--- config.mk ---
export PLATFORM = sky130hd
export DESIGN_NAME = pid_gen
export DESIGN_NICKNAME = d
export VERILOG_FILES = /design/src/rtl/pid_pkg.sv /design/src/rtl/pid_dhist.sv /design/src/rtl/pid_gen.sv
export SDC_FILE = /design/constraint.sdc
export NUM_CORES = 1
export LEC_CHECK = 0
export ABC_AREA = 1
export ABC_CLOCK_PERIOD_IN_PS = 17210
export CAP_MARGIN = 20
export CORE_ASPECT_RATIO = 1.1
export CORE_MARGIN = 8
export CORE_UTILIZATION = 50
export DETAILED_ROUTE_END_ITERATION = 8
export GPL_TIMING_DRIVEN = 0
export PLACE_DENSITY = 0.78
export SLEW_MARGIN = 20
export SYNTH_ARGS = -nofsm -noshare
export SYNTH_HDL_FRONTEND = slang
export SYNTH_SLANG_ARGS = --single-unit
export TNS_END_PERCENT = 1
--- constraint.sdc ---
create_clock -name clk -period 17.21 [get_ports clk]
set_input_delay 2.5815 -clock clk [delete_from_list [all_inputs] [get_ports clk]]
set_output_delay 2.5815 -clock clk [all_outputs]
set_load 0.02 [all_outputs]
--- src/rtl/pid_pkg.sv ---
// Shared widths, defaults and saturation helpers for the steering PID.
package pid_pkg;

  localparam int ERR_W_DEF   = 12;
  localparam int FRWRD_W_DEF = 10;
  localparam int SPD_W_DEF   = 11;
  localparam int GAIN_W_DEF  = 6;
  localparam int KP_DEF_VAL  = 8;
  localparam int KD_DEF_VAL  = 11;
  localparam int I_SHIFT_DEF = 6;
  localparam int D_DEPTH_DEF = 2;

  // Internal datapath widths
  localparam int ESAT_W  = 10;
  localparam int DSAT_W  = 8;
  localparam int P_W     = 17;
  localparam int INTEG_W = 18;
  localparam int SUM_W   = 18;

  localparam int ESAT_MAX = 511;
  localparam int ESAT_MIN = -512;
  localparam int DSAT_MAX = 127;
  localparam int DSAT_MIN = -128;

  function automatic int sat_s(input int v, input int mn, input int mx);
    if (v > mx)      return mx;
    else if (v < mn) return mn;
    else             return v;
  endfunction

  function automatic int smax(input int w);
    return (1 << (w - 1)) - 1;
  endfunction

  function automatic int smin(input int w);
    return -(1 << (w - 1));
  endfunction

endpackage

--- src/rtl/pid_dhist.sv ---
// Derivative history: last DEPTH valid samples, oldest entry exposed.
module pid_dhist #(
  parameter int W     = 10,
  parameter int DEPTH = 2
) (
  input  logic                clk,
  input  logic                rst_n,
  input  logic                clr,
  input  logic                shift,
  input  logic signed [W-1:0] din,
  output logic signed [W-1:0] oldest
);

  logic [DEPTH-1:0][W-1:0] hist;

  always_ff @(posedge clk or negedge rst_n) begin
    if (!rst_n) begin
      hist <= '0;
    end else if (clr) begin
      hist <= '0;
    end else if (shift) begin
      hist[0] <= din;
      for (int i = 1; i < DEPTH; i++) hist[i] <= hist[i-1];
    end
  end

  assign oldest = $signed(hist[DEPTH-1]);

endmodule

--- src/rtl/pid_gen.sv ---
// Steering PID: saturated error -> P/I/D terms -> differential wheel speeds.
module pid_gen
  import pid_pkg::*;
#(
  parameter int ERR_W   = ERR_W_DEF,
  parameter int FRWRD_W = FRWRD_W_DEF,
  parameter int SPD_W   = SPD_W_DEF,
  parameter int GAIN_W  = GAIN_W_DEF,
  parameter int KP_DEF  = KP_DEF_VAL,
  parameter int KD_DEF  = KD_DEF_VAL,
  parameter int I_SHIFT = I_SHIFT_DEF,
  parameter int D_DEPTH = D_DEPTH_DEF
) (
  input  logic                      clk,
  input  logic                      rst_n,
  input  logic                      moving,
  input  logic                      err_vld,
  input  logic signed [ERR_W-1:0]   error,
  input  logic signed [FRWRD_W-1:0] frwrd,
  input  logic                      cfg_we,
  input  logic [GAIN_W-1:0]         cfg_kp,
  input  logic [GAIN_W-1:0]         cfg_kd,
  output logic signed [SPD_W-1:0]   lft_spd,
  output logic signed [SPD_W-1:0]   rght_spd,
  output logic                      out_vld
);

  localparam int SPD_MAX = smax(SPD_W);
  localparam int SPD_MIN = smin(SPD_W);
  localparam int EXT_W   = SPD_W + 2;

  logic [GAIN_W-1:0]         kp, kd;
  logic                      sample;
  logic signed [ESAT_W-1:0]  err_sat;
  logic signed [ESAT_W-1:0]  d_old;
  logic signed [ESAT_W:0]    d_diff;
  logic signed [DSAT_W-1:0]  d_sat;
  logic signed [INTEG_W-1:0] integ, integ_sum, integ_nxt;
  logic                      integ_ovf;
  logic signed [P_W-1:0]     p_term;
  logic signed [SUM_W-1:0]   i_term, d_term, pid_sum, pid_sh;
  logic signed [SPD_W-1:0]   pid;
  logic signed [EXT_W-1:0]   l_ext, r_ext;
  logic signed [SPD_W-1:0]   lft_nxt, rght_nxt;

  assign sample = err_vld & moving;

  // Gains are registers, so a sample on the load edge still sees the old values.
  always_ff @(posedge clk or negedge rst_n) begin
    if (!rst_n) begin
      kp <= GAIN_W'(KP_DEF);
      kd <= GAIN_W'(KD_DEF);
    end else if (cfg_we) begin
      kp <= cfg_kp;
      kd <= cfg_kd;
    end
  end

  always_comb begin
    err_sat = ESAT_W'(sat_s(int'(error), ESAT_MIN, ESAT_MAX));
    p_term  = P_W'(err_sat) * P_W'($signed({1'b0, kp}));
  end

  // Integrator holds rather than wraps on signed overflow.
  always_comb begin
    integ_sum = integ + INTEG_W'(err_sat);
    integ_ovf = (integ[INTEG_W-1] == err_sat[ESAT_W-1]) &&
                (integ_sum[INTEG_W-1] != integ[INTEG_W-1]);
    integ_nxt = integ_ovf ? integ : integ_sum;
    i_term    = integ_nxt >>> I_SHIFT;
  end

  pid_dhist #(
    .W     (ESAT_W),
    .DEPTH (D_DEPTH)
  ) u_dhist (
    .clk    (clk),
    .rst_n  (rst_n),
    .clr    (!moving),
    .shift  (sample),
    .din    (err_sat),
    .oldest (d_old)
  );

  always_comb begin
    d_diff = (ESAT_W+1)'(err_sat) - (ESAT_W+1)'(d_old);
    d_sat  = DSAT_W'(sat_s(int'(d_diff), DSAT_MIN, DSAT_MAX));
    d_term = SUM_W'(d_sat) * SUM_W'($signed({1'b0, kd}));
  end

  always_comb begin
    pid_sum  = SUM_W'(p_term) + i_term + d_term;
    pid_sh   = pid_sum >>> 3;
    pid      = SPD_W'(sat_s(int'(pid_sh), SPD_MIN, SPD_MAX));
    l_ext    = EXT_W'(frwrd) + EXT_W'(pid);
    r_ext    = EXT_W'(frwrd) - EXT_W'(pid);
    lft_nxt  = SPD_W'(sat_s(int'(l_ext), SPD_MIN, SPD_MAX));
    rght_nxt = SPD_W'(sat_s(int'(r_ext), SPD_MIN, SPD_MAX));
  end

  always_ff @(posedge clk or negedge rst_n) begin
    if (!rst_n) begin
      integ    <= '0;
      lft_spd  <= '0;
      rght_spd <= '0;
      out_vld  <= 1'b0;
    end else if (!moving) begin
      integ    <= '0;
      lft_spd  <= '0;
      rght_spd <= '0;
      out_vld  <= 1'b0;
    end else if (err_vld) begin
      integ    <= integ_nxt;
      lft_spd  <= lft_nxt;
      rght_spd <= rght_nxt;
      out_vld  <= 1'b1;
    end else begin
      out_vld  <= 1'b0;
    end
  end

endmodule

After elaboration in Yosys (flattened, before gate mapping)
Index checks and enable logic that the tools add are counted.
{"block": "word_totals", "reg_bits": 73, "elab_cells": 56}
{"block": "classes", "addsub": 6, "multipliers": 2, "n_lt_le_gt_ge": 10, "eq_ne": 5, "mux": 21, "n_bitwise": 1, "n_reduce_logical": 2}
{"op": "two-way mux 11 bit", "n": 10}
{"op": "two-way mux 18 bit", "n": 3}
{"op": "two-way mux 20 bit", "n": 2}
{"op": "> comparator 12 x 11 -> 1 bit (second input constant)", "n": 2}
{"op": "less-than comparator 12 x 11 -> 1 bit (second input constant)", "n": 2}
{"op": "two-way mux 10 bit", "n": 2}
{"op": "adder 17 x 12 -> 18 bit", "n": 1}
{"op": "adder 18 x 10 -> 18 bit", "n": 1}
{"op": "adder 18 x 15 -> 18 bit", "n": 1}
{"op": "multiplier 10 x 7 -> 17 bit", "n": 1}
{"op": "two-way mux 8 bit", "n": 2}
{"op": "> comparator 15 x 11 -> 1 bit (second input constant)", "n": 1}
{"op": "less-than comparator 15 x 11 -> 1 bit (second input constant)", "n": 1}
{"op": "multiplier 8 x 7 -> 15 bit", "n": 1}
{"op": "adder 10 x 11 -> 12 bit", "n": 1}
{"op": "> comparator 12 x 10 -> 1 bit (second input constant)", "n": 1}
{"op": "less-than comparator 12 x 10 -> 1 bit (second input constant)", "n": 1}
{"op": "subtractor 10 x 11 -> 12 bit", "n": 1}
{"op": "> comparator 11 x 8 -> 1 bit (second input constant)", "n": 1}
{"op": "less-than comparator 11 x 8 -> 1 bit (second input constant)", "n": 1}
{"op": "subtractor 10 x 10 -> 11 bit", "n": 1}
{"op": "inequality test 2 x 1 -> 1 bit (second input constant)", "n": 2}
{"op": "two-way mux 1 bit", "n": 2}
{"op": "inequality test 2 bit (second input constant)", "n": 1}
{"op": "5 further kinds", "n": 5}

Depth between registers and ports, before layout
Gate-level depths: netlist of run 1.
{"block": "logic_depth", "word_depth": 18, "ltp_mapped": 59, "ltp_nobuf": 57}

By module
A second synthesis of run 1 with hierarchy kept.
{"block": "hier_totals", "cells_unflattened": 1540, "hier_area_um2": 11233.3}
{"module": "pid_gen", "instances": 1, "cells_each": 1442, "area_each_um2": 10364.9, "seq_area_each_um2": 1331.3}
{"module": "pid_dhist", "instances": 1, "cells_each": 98, "area_each_um2": 868.3, "seq_area_each_um2": 500.5}

Worst setup path after synthesis of run 1
OpenSTA, ideal clock, no wires.
{"block": "synth_timing", "path_kind": "input -> register", "start": "in error[11]", "end": "reg lft_spd[6]", "setup_ns": 0.116, "arrival_ns": 11.065, "required_time_ns": 17.094, "path_slack_ns": 6.029, "cell_stages": 56, "n_path_buf": 2, "cell_sequence": "buf_2 -> inv_1 -> o21ai_0 -> clkinv_1 -> o21ai_0 -> inv_1 -> ha_1 -> nand3b_1 -> nand2_1 -> nand4_1 -> nand2_1 -> nand3_1 -> nand2_1 -> nand2_1 -> inv_1 -> nand2_2 -> buf_6 -> nand2_1 -> [20 not listed] -> nand2_2 -> inv_4 -> nor2_4 -> inv_4 -> nand2_1 -> ha_1 -> inv_1 -> fa_1 -> inv_1 -> nand3_1 -> nand3_1 -> nand2_1 -> nand2_1 -> nand2_1 -> nand2_1 -> inv_1 -> nand2_1 -> nand2_1"}
{"block": "synth_via", "elab_chain_len": 18}
{"element": "from (decl)", "line": "pid_gen.sv:18", "rtl": "input logic signed [ERR_W-1:0] error,"}
{"element": "less-than comparator 12 x 10 -> 1 bit", "line": "pid_pkg.sv:27", "rtl": "else if (v < mn) return mn;"}
{"element": "two-way mux 10 bit", "line": "pid_pkg.sv:27"}
{"element": "two-way mux 10 bit (*)", "line": "pid_pkg.sv:26", "rtl": "if (v > mx) return mx;"}
{"element": "subtractor 10 x 10 -> 11 bit / adder 18 x 10 -> 18 bit (equally long branches)", "line": "pid_gen.sv:86, pid_gen.sv:66"}
{"element": "less-than comparator 11 x 8 -> 1 bit / inequality test 1 bit (equally long branches)", "line": "pid_pkg.sv:27, pid_gen.sv:68"}
{"element": "two-way mux 8 bit / logical AND 1 bit (equally long branches)", "line": "pid_pkg.sv:27, pid_gen.sv:67"}
{"element": "two-way mux 8 bit / two-way mux 18 bit (equally long branches)", "line": "pid_pkg.sv:26, pid_gen.sv:69"}
{"element": "multiplier 8 x 7 -> 15 bit / adder 17 x 12 -> 18 bit (equally long branches)", "line": "pid_gen.sv:88, pid_gen.sv:92"}
{"element": "[2 not listed]"}
{"element": "two-way mux 11 bit", "line": "pid_pkg.sv:27"}
{"element": "two-way mux 11 bit (*)", "line": "pid_pkg.sv:26"}
{"element": "adder 10 x 11 -> 12 bit (*)", "line": "pid_gen.sv:95", "rtl": "l_ext = EXT_W'(frwrd) + EXT_W'(pid);"}
{"element": "less-than comparator 12 x 11 -> 1 bit", "line": "pid_pkg.sv:27"}
{"element": "two-way mux 11 bit", "line": "pid_pkg.sv:27"}
{"element": "two-way mux 11 bit (*)", "line": "pid_pkg.sv:26"}
{"element": "two-way mux 11 bit (*)", "line": "pid_gen.sv:112", "rtl": "end else if (err_vld) begin"}
{"element": "two-way mux 11 bit (*)", "line": "pid_gen.sv:107", "rtl": "end else if (!moving) begin"}
{"element": "to (signal assigned)", "line": "pid_gen.sv:114", "rtl": "lft_spd <= lft_nxt;"}
{"element": "to (decl)", "line": "pid_gen.sv:23", "rtl": "output logic signed [SPD_W-1:0] lft_spd,"}
Every way passes the cells marked *; elsewhere a longest branch is shown, timed or not. The select of a mux whose other input is x is not followed.
A chain may end at the register's enable or synchronous reset.

Worst setup path in the final report of run 1
{"block": "layout_timing", "start": "in error[9]", "end": "reg rght_spd[7]"}
{"block": "layout_via", "elab_chain_len": 18}
{"element": "less-than comparator 12 x 10 -> 1 bit", "line": "pid_pkg.sv:27"}
{"element": "two-way mux 10 bit", "line": "pid_pkg.sv:27"}
{"element": "two-way mux 10 bit (*)", "line": "pid_pkg.sv:26"}
{"element": "subtractor 10 x 10 -> 11 bit / adder 18 x 10 -> 18 bit (equally long branches)", "line": "pid_gen.sv:86, pid_gen.sv:66"}
{"element": "less-than comparator 11 x 8 -> 1 bit / inequality test 1 bit (equally long branches)", "line": "pid_pkg.sv:27, pid_gen.sv:68"}
{"element": "two-way mux 8 bit / logical AND 1 bit (equally long branches)", "line": "pid_pkg.sv:27, pid_gen.sv:67"}
{"element": "two-way mux 8 bit / two-way mux 18 bit (equally long branches)", "line": "pid_pkg.sv:26, pid_gen.sv:69"}
{"element": "multiplier 8 x 7 -> 15 bit / adder 17 x 12 -> 18 bit (equally long branches)", "line": "pid_gen.sv:88, pid_gen.sv:92"}
{"element": "[2 not listed]"}
{"element": "two-way mux 11 bit", "line": "pid_pkg.sv:27"}
{"element": "two-way mux 11 bit (*)", "line": "pid_pkg.sv:26"}
{"element": "subtractor 10 x 11 -> 12 bit (*)", "line": "pid_gen.sv:96", "rtl": "r_ext = EXT_W'(frwrd) - EXT_W'(pid);"}
{"element": "less-than comparator 12 x 11 -> 1 bit", "line": "pid_pkg.sv:27"}
{"element": "two-way mux 11 bit", "line": "pid_pkg.sv:27"}
{"element": "two-way mux 11 bit (*)", "line": "pid_pkg.sv:26"}
{"element": "two-way mux 11 bit (*)", "line": "pid_gen.sv:112"}
{"element": "two-way mux 11 bit (*)", "line": "pid_gen.sv:107"}
{"element": "to (signal assigned)", "line": "pid_gen.sv:115", "rtl": "rght_spd <= rght_nxt;"}
{"element": "to (decl)", "line": "pid_gen.sv:24", "rtl": "output logic signed [SPD_W-1:0] rght_spd,"}
Marked as above.

==> summary.txt, run 1 <==
Critical path
  • Top Family by Delay on Critical Path: adder cells
  • Crit path launch type: input pin
  • Crit-path max cell delay: 790 ps
  • RR Endpoint: rght_spd[7]$_DFFE_PN0P_
  • WP data arrival: 13340 ps
  • Worst setup path class: in -> reg
  • Critical R2R Launch: u_dhist.oldest[0]$_DFFE_PN0P_
  • Worst Path Buf+Inv: 14
  • Critical Path Most Common Cell: nand2_1
  • Slowest cell on crit path: o21ai_0
  • CP endpoint kind: flip-flop
  • Reg2Reg Depth: 51
  • Req. time, crit path: 17450 ps
  • Worst R2R Setup Slack: 7640 ps
  • Worst-path fanout max: 10

Synth
  • Register area share after synthesis: 16.70%
  • Synth warn: 0
  • Synthesized area per cell: 7.439 um2
  • Top cells by area, synth: fa_1, dfrtp_1, nand2_1
  • Synth unique cells: 46
  • Ys async rst share: 100.0%
  • Synth Net Count: 1750
  • Share of the synthesized area in the top cell type: 23.55%
  • Most used DFF post-synth: dfrtp_1
  • Post-synthesis cell area: 0.01097 mm2
  • Yosys reg bits: 73
  • EDFF count, synth: 0
  • Leading area contributor after synthesis: fa_1
  • Post-Syn Instances: 1474

Hold path
  • Hold_sp: rght_spd[0]$_DFFE_PN0P_
  • Worst Hold End: rght_spd[0]$_DFFE_PN0P_
  • Hold Path Class: reg -> reg
  • Worst Hold Depth: 2

Clock tree
  • TritonCTS buffer count: 9
  • Clock transition at the registers of the reported paths: 60 ps
  • Post-CTS Hold Fix Bufs: 0
  • Worst-skew pair later-pin latency: 350 ps
  • Total number of H-tree levels: 3
  • Root Driver: clkbuf_16
  • Post-CTS Setup Inserts: 0
  • Clk buf depth: 2
  • Post-CTS sizing: 0
  • Clock Sinks: 73
  • CTS tree: yes

Placement
  • Gpl congestion: 0.9711
  • Post-DP HPWL: 22.83 mm
  • I/O Buffers: 59

Routing
  • DR DRC count: 0
  • Vias: 9442
  • Iter 0 DRT Violations: 539
  • Vias per std cell: 5.118
  • 1st-pass router iterations: 7
  • Total Wirelength: 27.39 mm
  • Routed length per instance: 14.85 um
  • Antenna-violating nets left: 0

Status
  • Status: finished, final reports clean

Global route
  • First-pass GRT wire length: 46.66 mm
  • GRT busiest layer: met2
  • GRT met1 Usage: 26.76%
  • Met3 Use GR: 3.569%
  • GR Layer Usage met2: 37.53%
  • Vias in the first global route: 9763
  • Pin count of the biggest net entering global routing: 39
  • Initial antenna violation count: 0
  • GRT Overall Usage: 21.63%
  • Total gr overflow: 0

Final layout
  • FF/Latch Area: 0.001832 mm2
  • Fillers: 2071
  • Multi-input gate area: 0.007770 mm2
  • # diodes: 0
  • Commonest non-fill, non-tap cell in the layout: nand2_1
  • Most frequent cells in the layout: nand2_1, inv_1, fa_1
  • Nets: 1821
  • Layout area overhead: 11.55%
  • Share of layout cells above drive strength 1: 3.742%

Timing
  • Slew HR: 36.83%
  • Slew @ Worst Pin: 937.7 ps
  • Crit path time final: 13100 ps
  • RSZ-0062 raised after global routing: false
  • Clk_skew: 14.20 ps
  • Final setup vio count: 0
  • Fmax: 0.07633 GHz
  • Slew Viols, Final: 0
  • Fin crit share: 76.12%
  • Final Hold Fails: 0
  • Final TNS setup: 0 ps

Die
  • Die Span Y: 171.3 um
  • IO Pins: 62
  • Row count: 57
  • Width of the chip: 157.2 um
  • Full die area: 0.02693 mm2
  • Core Region: 0.02182 mm2
  • Initial core utilization: 50.25%

Run
  • Number of max-cap violations: 0
kinds of logic after synthesis:
logic type	count (synthesis)	share of synthesized area, %
AND/OR/NAND/NOR	596	22.71
buffers and inverters	353	12.44
adder cells (fa/ha/maj)	237	35.87
AO/OA/AOI/OAI	170	8.649
flip-flops	73	16.70
XOR/XNOR	43	3.434
multiplexers	2	0.1940
per-stage QoR:
stage / util, % / hold slack [ps] / instance area [um2] / std cells / setup WS (ps)
after floorplan: - / 459.4 / 10970 / 1474 / 6029
after global placement: 54.64 / 484.4 / 11930 / 1828 / 4054
after detailed placement: 54.72 / 476.2 / 11940 / 1829 / 3955
after CTS: 56.05 / 496.9 / 12230 / 1845 / 4214
after global routing: 56.05 / 511.3 / 12230 / 1845 / 3476
final: 56.05 / 498.2 / 12230 / 1845 / 4109
per-layer routing:
metal | up-vias | routed length, um
li1 | 4665 | -
met1 | 4476 | 11880
met2 | 249 | 13220
met3 | 52 | 1467
met4 | 0 | 827
met5 | - | 0
state kept, by name, summed over array words and instances, names as in the netlist:
signal / cells
rght_spd: 11
lft_spd: 11
out_vld: 1
u_dhist.oldest: 10
integ: 18
u_dhist.hist: 10
kp: 6
kd: 6
final cells by class:
| cell class | instances | area share [%] |
|---|---|---|
| Multi-Input combinational cell | 1048 | 63.52 |
| Sequential cell | 73 | 14.98 |
| Buffer | 23 | 0.9820 |
| Inverter | 330 | 10.17 |
| Clock buffer | 10 | 1.954 |
| Clock inverter | 6 | 0.4092 |
| Timing Repair Buffer | 60 | 4.971 |
| Tap cell | 295 | 3.018 |
cells in the mapped netlist (2+ instances only):
library cell	instances
nand3_1	61
o21ai_1	3
xnor2_1	20
o22ai_1	19
nand4_1	12
nand2_4	2
inv_4	2
a21oi_1	78
nand2_1	404
o21ai_0	39
o211ai_1	2
nand3_2	2
nand2_2	12
nand3b_1	10
inv_1	320
ha_1	108
o31ai_1	2
fa_1	129
nor3_1	7
dfrtp_1	69
dfstp_2	4
o21bai_1	7
a21o_1	7
nor2_2	5
xor2_1	23
clkbuf_1	15
a31oi_1	6
a21boi_0	2
buf_6	4
o21a_1	2
nor4_1	2
nor2_1	71
and2_1	5
clkinv_1	7
buf_2	2
worst max-delay path by stage:
| stage | to | from | slack (ps) | cells after the start |
|---|---|---|---|---|
| after global placement | rght_spd[3]$_DFFE_PN0P_ | error[9] | 4050 | 55 |
| after floorplan | lft_spd[6]$_DFFE_PN0P_ | error[11] | 6030 | 56 |
| after CTS | rght_spd[3]$_DFFE_PN0P_ | error[9] | 4210 | 53 |
| final | rght_spd[7]$_DFFE_PN0P_ | error[9] | 4110 | 55 |
| after detailed placement | lft_spd[9]$_DFFE_PN0P_ | error[9] | 3960 | 51 |
| after global routing | rght_spd[3]$_DFFE_PN0P_ | error[9] | 3480 | 55 |
worst register-to-register path, delay by kind of cell, from the launching register on:
family / cells / cell delay, ps
fa+ha+maj: 10 / 4390
simple gates: 28 / 3280
buf+inv: 11 / 1210
flops: 1 / 400
compound gates: 2 / 210
Power of run 1 is not shown: default switching activity piles up to over one toggle a cycle in this logic, so the estimate is an artifact.
==> inputs of run 2 (changes only) <==
ABC_CLOCK_PERIOD_IN_PS = 11800   (was 17210)
PLACE_DENSITY = 0.8   (was 0.78)
clock period = 11.8 ns   (was 17.21 ns; I/O delays follow)
==> run 2 against run 1 <==
Effect of this change: largest cell class unchanged; global-route usage grew 0.15 points; final cell count up 0.38%; clock-buffer cell count shrank 1; cell area is 2.8% higher; die area unchanged; clock skew is essentially flat; critical path depth decreased by 2.
==> summary.txt, run 2 (synthesized netlist as in run 1, its figures left out) <==
Routing
  • 1st-pass router iterations: 5
  • Met2 routed WL: 13.35 mm
  • Antenna-violating nets left: 0
  • Total Wirelength: 27.75 mm
  • Vias per std cell: 5.162
  • Highest metal used: met5
  • Met1 Wirelength: 11.70 mm
  • Metal3 WL: 1.815 mm
  • Routed length per instance: 14.98 um
  • Iter 0 DRT Violations: 650
  • DR DRC count: 0
  • Vias: 9560

Die
  • Core Region: 0.02182 mm2
  • Die Span Y: 171.3 um
  • Row count: 57
  • IO Pins: 62
  • Full die area: 0.02693 mm2
  • Initial core utilization: 50.25%
  • Width of the chip: 157.2 um

Critical path
  • Critical Path Most Common Cell: nand2_1
  • Worst setup path class: in -> reg
  • Req. time, crit path: 12040 ps
  • WP data arrival: 11430 ps
  • Top Family by Delay on Critical Path: adder cells
  • Crit path launch type: input pin
  • CP endpoint kind: flip-flop
  • Slowest cell on crit path: fa_1
  • Worst Path Buf+Inv: 10
  • Crit-path max cell delay: 600 ps
  • Worst-path fanout max: 10

Hold path
  • Hold Path Class: reg -> reg

Final layout
  • FF/Latch Area: 0.001832 mm2
  • Multi-input gate area: 0.007989 mm2
  • Max FFs per register: 18
  • Commonest non-fill, non-tap cell in the layout: nand2_1
  • Most flops, register: integ
  • Top Registers: integ x18, lft_spd x11, rght_spd x11
  • Fillers: 1963
  • # diodes: 0
  • Layout area overhead: 14.62%
  • Most frequent cells in the layout: nand2_1, inv_1, fa_1
  • Share of layout cells above drive strength 1: 7.065%
  • Nets: 1828
  • Final instance area: 0.01257 mm2

Clock tree
  • CTS tree: yes
  • Clock transition at the registers of the reported paths: 60 ps
  • Root Driver: clkbuf_16
  • TritonCTS buffer count: 9
  • Total number of H-tree levels: 3
  • Post-CTS Hold Fix Bufs: 0
  • Clk buf depth: 2
  • Worst-skew pair later-pin latency: 360 ps
  • Clock Sinks: 73

Global route
  • Vias in the first global route: 9938
  • GRT Overall Usage: 21.78%
  • Total gr overflow: 0
  • First-pass GRT wire length: 46.95 mm
  • Pin count of the biggest net entering global routing: 57
  • Initial antenna violation count: 1

Status
  • Status: finished, final reports clean

Timing
  • Slew HR: 55.29%
  • Final Hold Fails: 0
  • Final setup vio count: 0
  • Crit path time final: 11200 ps
  • Fmax: 0.08931 GHz
  • Slew @ Worst Pin: 668.3 ps
  • Clk_skew: 14.28 ps
  • Fin crit share: 94.89%
  • Slew Viols, Final: 0

Run
  • Number of max-cap violations: 0

Placement
  • Post-DP HPWL: 22.77 mm
  • Gpl congestion: 0.9711
  • Area after DPL: 0.01195 mm2
  • I/O Buffers: 59
-- run 2: cell count changes in the layout (fill, tap and decap cells not counted), sizes merged --
cell | before | now
buf | 9 | 16
bufinv | 0 | 2
clkinv | 9 | 6
clkbuf | 26 | 25
inv | 325 | 327
-- run 2: worst register-to-register path, delay by kind of cell (launching register included) --
family / cells / cell delay [ps]
fa+ha+maj: 10 / 4430
simple gates: 29 / 2970
buf+inv: 8 / 870
flops: 1 / 390
compound gates: 2 / 390
-- run 2: through the flow --
stage	setup TNS, ps	utilization, %	setup slack, ps	hold WS [ps]	std cells
finish	0	57.59	602.8	486.4	1852
global route	-156.4	57.59	-56.45	511.2	1852
CTS	0	56.48	47.59	495.7	1845
detailed placement	-13840	54.76	-721.9	470.0	1829
global placement	-11720	54.64	-601.1	477.5	1828
floorplan	0	-	1431	459.4	1474
-- run 2: worst paths after layout --
path,startpoint,to,slack (ps),cells past startpoint
max,error[9],lft_spd[8]$_DFFE_PN0P_,600,53
min,rght_spd[0]$_DFFE_PN0P_,rght_spd[0]$_DFFE_PN0P_,490,2
max reg2reg,u_dhist.oldest[0]$_DFFE_PN0P_,lft_spd[8]$_DFFE_PN0P_,2610,49
min reg2reg,rght_spd[0]$_DFFE_PN0P_,rght_spd[0]$_DFFE_PN0P_,490,2
max in group asynchronous,rst_n,kp[3]$_DFFE_PN1P_,9860,2
min in group asynchronous,rst_n,kp[5]$_DFFE_PN0P_,1300,1
-- run 2: per-layer routing --
metal | track usage, % | vias to the layer above
li1 | - | 4676
met1 | 27.16 | 4512
met2 | 37.38 | 308
met3 | 3.745 | 62
met4 | 7.829 | 2
met5 | 0 | -
-- run 2: final cells by class --
cell class                      instances  share of cell area [%]
Buffer                                 23                  0.9557
Clock buffer                            9                   1.792
Clock inverter                          7                  0.6670
Inverter                              330                   10.09
Multi-Input combinational cell       1048                   63.56
Sequential cell                        73                   14.57
Tap cell                              295                   2.937
Timing Repair Buffer                   67                   5.416
-- run 2: what timing repair did --
action,4_1_cts,5_1_grt
pin swaps,0,7
setup buffers,0,7
setup endpoints to repair,22,22
gates resized for setup,22,45
Power of run 2 is left out for the same reason.
==> edit 1, RTL diff (settings of run 1) <==
Change the package constant `SPD_W_DEF` from 11 to 22.
--- a/src/rtl/pid_pkg.sv
+++ b/src/rtl/pid_pkg.sv
@@ -5,3 +5,3 @@
   localparam int FRWRD_W_DEF = 10;
-  localparam int SPD_W_DEF   = 11;
+  localparam int SPD_W_DEF   = 22;
   localparam int GAIN_W_DEF  = 6;
Ports: changed (resized lft_spd and rght_spd); port bits go from 62 to 84. No check against the original RTL was run, so the function may have changed too.
==> edit 1 against run 1 <==
Register-to-register slack improved by 330 ps. Sequential share of layout area grew 2.0 points. Synthesized area is 14% higher. Sequential cell count grew 22. Via count grew 17%. Cell area grew 15%. Wire length up 23%. Clock skew decreased by 0.83 ps. Worst setup slack got worse by 37 ps. Non-clock buffer count grew 31. Die area up 13%. Largest cell class unchanged. Highest routed layer unchanged.
Power is not shown: default switching activity piles up to over one toggle a cycle in this logic, so the estimate is an artifact.
==> edit 1: results (changes against run 1) <==
outcome: "finished clean"  # unchanged
r2r_slack_ps: 7970  # was 7640 ps
antenna_found_initial: 0  # unchanged
cts-root-buf: "clkbuf_16"  # unchanged
synthFlopType: "dfrtp_1"  # unchanged
cp-endpoint: "lft_spd[14]"  # was rght_spd[7]
portBuffers: 81  # was 59
top_regs: "lft_spd: 22 flops, rght_spd: 22 flops, integ: 18 flops"  # was integ: 18 flops, lft_spd: 11 flops, rght_spd: 11 flops
insertion_delay_ps: 370  # was 350 ps
post_cts_buffers: 0  # unchanged
gp_congestion: 0.9885  # was 0.9711
drive_above_1_share: 0.05314  # was 0.03742
synth.area.top_cells: "fa_1 21%, dfrtp_1 18%, nand2_1 15%"  # was fa_1 24%, dfrtp_1 16%, nand2_1 14%
hold_path.class: "register to register"  # unchanged
r2r_cells: 46  # was 51
async_reset_ff_frac: 1.000  # unchanged
grt.total_usage: 0.2300  # was 0.2163
syn_nets: 1957  # was 1750
routedWlPerCell_um: 16.20  # was 14.85 um
viasPerCell: 5.307  # was 5.118
dr.pass1.iters: 8  # was 7
place_inst: 2063  # was 1829
worstSetupStartpoint: "error[10]"  # was error[9]
vias: 11030  # was 9442
hp-start: "lft_spd[7]"  # was rght_spd[0]
max_stage_delay_ps: 840  # was 790 ps
cp.arrival_ps: 13400  # was 13340 ps
netlist_instances: 1671  # was 1474
clk_pin_slew_worst_paths_ps: 80  # was 60 ps
timing.rr.end: "lft_spd[14]"  # was rght_spd[7]
slew_headroom: 0.3292  # was 0.3683
synth_warnings: 0  # unchanged
r2r_start: "u_dhist.oldest[0]"  # unchanged
grt_max_degree: 79  # was 39
skew_ps: 13.37  # was 14.20 ps
synth_cell_types: 48  # was 46
drtIter0Drc: 745  # was 539
yosysSeqAreaShare: 0.1907  # was 0.1670
clk_path_buf_depth: 2  # unchanged
post_dp_cell_area_um2: 13720  # was 11940 um2
fin_crit_sh: 0.7634  # was 0.7612
dp_hpwl_mm: 27.78  # was 22.83 mm
critPathSlowestCell: "o21ai_0"  # unchanged
grt_pass1_wl_mm: 56.79  # was 46.66 mm
ys_top_cells_by_count: "485 x nand2_1, 306 x inv_1, 129 x fa_1"  # was 404 x nand2_1, 320 x inv_1, 129 x fa_1
post-place-ws_ps: 3914  # was 3955 ps
-- edit 1: changes by cell type in the layout (fill, tap and decap cells not counted), sizes merged, moves of 5 or more --
| cell | change |
|---|---|
| dfrtp | +22 |
| nand3 | +38 |
| ha | +10 |
| nor2 | +27 |
| nand3b | +14 |
| nand4 | -5 |
| clkdlybuf4s50 | +22 |
| buf | +9 |
| o21ai | +6 |
| a31oi | -5 |
| xor2 | +5 |
| nand2 | +86 |
| inv | -9 |
-- edit 1: final cells by class --
type                            instances  area (um2)
Clock buffer                            9       225.2
Fill cell                            2222       10520
Buffer                                 32       188.9
Inverter                              322        1209
Clock inverter                          7       86.33
Sequential cell                        95        2382
Timing Repair Buffer                   82       839.6
Multi-Input combinational cell       1222        8711
Tap cell                              310       387.9
-- edit 1: layer usage --
layer / part of all wire / track usage / vias up
li1: - / - / 5355
met1: 0.42 / 0.2865 / 5183
met2: 0.47 / 0.3886 / 414
met3: 0.071 / 0.04121 / 81
met4: 0.041 / 0.09629 / 0
met5: 0 / 0 / -
-- edit 1: cells by family after synthesis --
group / Yosys count / synth area share
AND/OR/NAND/NOR: 757 / 0.2596
adder cells (fa/ha/maj): 247 / 0.3250
buffers and inverters: 354 / 0.1119
flip-flops: 95 / 0.1907
AO/OA/AOI/OAI: 172 / 0.08054
XOR/XNOR: 46 / 0.03226
-- edit 1: worst min path at each step --
stage	endpoint	slack (ps)	cells after the start
floorplan	u_dhist.oldest[0]	460	2
global placement	lft_spd[13]	460	2
detailed placement	rght_spd[1]	460	2
CTS	lft_spd[7]	490	2
global route	lft_spd[7]	510	2
finish	lft_spd[7]	480	2
==> edit 2, RTL diff (config.mk and constraints of run 1) <==
Without the edit above. Reset style: synchronous (`rst_n`), changed in 3 clocked blocks.
--- a/src/rtl/pid_dhist.sv
+++ b/src/rtl/pid_dhist.sv
@@ -15,3 +15,3 @@
 
-  always_ff @(posedge clk or negedge rst_n) begin
+  always_ff @(posedge clk) begin
     if (!rst_n) begin
--- a/src/rtl/pid_gen.sv
+++ b/src/rtl/pid_gen.sv
@@ -48,3 +48,3 @@
   // Gains are registers, so a sample on the load edge still sees the old values.
-  always_ff @(posedge clk or negedge rst_n) begin
+  always_ff @(posedge clk) begin
     if (!rst_n) begin
@@ -100,3 +100,3 @@
 
-  always_ff @(posedge clk or negedge rst_n) begin
+  always_ff @(posedge clk) begin
     if (!rst_n) begin
Behaviour: not the same (a bounded check fails within 4 cycles, from zero or initial values and one cycle with rst_n low; the reset may be asserted at any time).
==> edit 2 against run 1 <==
Utilization rose by 0.78 points. Clock skew barely moved. Synthesized area fell by 0.67%. Wire length rose by 7.8%. Worst setup slack improved by 320 ps. Cell area fell by 0.72%. Sequential cell count did not move. Synthesized cell count rose by 6.2%. Maximum frequency rose by 2.5%. Highest routed layer unchanged.
Power is left out: the tool's default activity adds up to more than one toggle a clock period on the data nets, which glitch-free logic cannot reach.
==> edit 2: results (changes against run 1) <==
outcome: "finished clean"  # unchanged
hp-start: "rght_spd[0]"  # unchanged
synth.area.top_cells: "fa_1 24%, nand2_1 14%, dfxtp_1 13%"  # was fa_1 24%, dfrtp_1 16%, nand2_1 14%
crit_family: "adder cells"  # unchanged
clk_pin_slew_worst_paths_ps: 70
grt_max_degree: 16  # was 39
gp_congestion: 0.9516  # was 0.9711
ys_top_cells_by_count: "400 x nand2_1, 339 x inv_1, 129 x fa_1"  # was 404 x nand2_1, 320 x inv_1, 129 x fa_1
routedWlPerCell_um: 15.30  # was 14.85 um
hold_path.class: "register to register"  # unchanged
antenna_found_initial: 0  # unchanged
cts_max_level: 3  # unchanged
viasPerCell: 5.223  # was 5.118
grt_pass1_vias: 10110  # was 9763
insertion_delay_ps: 360
synthFlopType: "dfxtp_1"  # was dfrtp_1
grt.total_usage: 0.2306  # was 0.2163
r2r_slack_ps: 7960  # was 7640 ps
grt_pass1_wl_mm: 49.25  # was 46.66 mm
slew_headroom: 0.4234  # was 0.3683
grtUsageMet1: 0.2769  # was 0.2676
post_cts_buffers: 0  # unchanged
timing.rr.end: "rght_spd[6]"  # was rght_spd[7]
critPathSlowestCell: "o21ai_0"  # unchanged
routed-wl-met2_mm: 14.32  # was 13.22 mm
netlist_instances: 1566  # was 1474
drive_above_1_share: 0.04451  # was 0.03742
synth_cell_types: 41  # was 46
post_cts_resized: 0  # unchanged
r2r_cells: 48  # was 51
topRoutingLayerUsed: "met4"  # unchanged
vias: 10080  # was 9442
diodes: 0  # unchanged
crit_type: "primary input to register"  # unchanged
skew_ps: 14.64  # was 14.20 ps
cts-root-buf: "clkbuf_16"  # unchanged
holdPathEnd: "rght_spd[0]"  # unchanged
grtUsageMet3: 0.02952  # was 0.03569
cp_max_fo: 10  # unchanged
dr_wl_met3_mm: 1.547  # was 1.467 mm
portBuffers: 58  # was 59
cts_buffers: 9  # unchanged
syn_nets: 1836  # was 1750
async_reset_ff_frac: 0  # was 1.000
place_inst: 1914  # was 1829
dr.pass1.iters: 5  # was 7
cp.arrival_ps: 13000  # was 13340 ps
dp_hpwl_mm: 24.78  # was 22.83 mm
r2r_start: "u_dhist.oldest[0]"  # unchanged
yosysSeqAreaShare: 0.1342  # was 0.1670
synth_warnings: 0  # unchanged
drtIter0Drc: 844  # was 539
final_nets: 1905  # was 1821
worstSetupStartpoint: "error[10]"  # was error[9]
max_stage_delay_ps: 640  # was 790 ps
holdPathStages: 2  # unchanged
clk_path_buf_depth: 2  # unchanged
wl_met1_mm: 12.09  # was 11.88 mm
gr-usage-met2: 0.3986  # was 0.3753
## edit 2: stage by stage
stage	setup WS [ps]	utilization	hold WS, ps	instance area [um2]
after global routing	3841	0.5683	482.8	12140
after global placement	4363	0.5538	449.4	11840
after CTS	4626	0.5683	468.6	12140
after detailed placement	4282	0.5538	456.9	11840
after floorplan	6372	-	433.1	10890
final	4427	0.5683	463.3	12140
## edit 2: layout make-up
type                            count  area, um2
Multi-Input combinational cell   1110       7938
Sequential cell                    73       1461
Clock inverter                      7      83.83
Clock buffer                        9      225.2
Buffer                             36      190.2
Timing Repair Buffer               58      580.6
Fill cell                        2034       9226
Inverter                          347       1303
Tap cell                          290      362.8
## edit 2: kinds of logic after synthesis
family                   count (synthesis)  share of synthesized area
AND/OR/NAND/NOR                        638                     0.2449
buffers and inverters                  383                     0.1370
adder cells (fa/ha/maj)                231                     0.3543
AO/OA/AOI/OAI                          209                     0.1038
flip-flops                              73                     0.1342
XOR/XNOR                                32                    0.02573
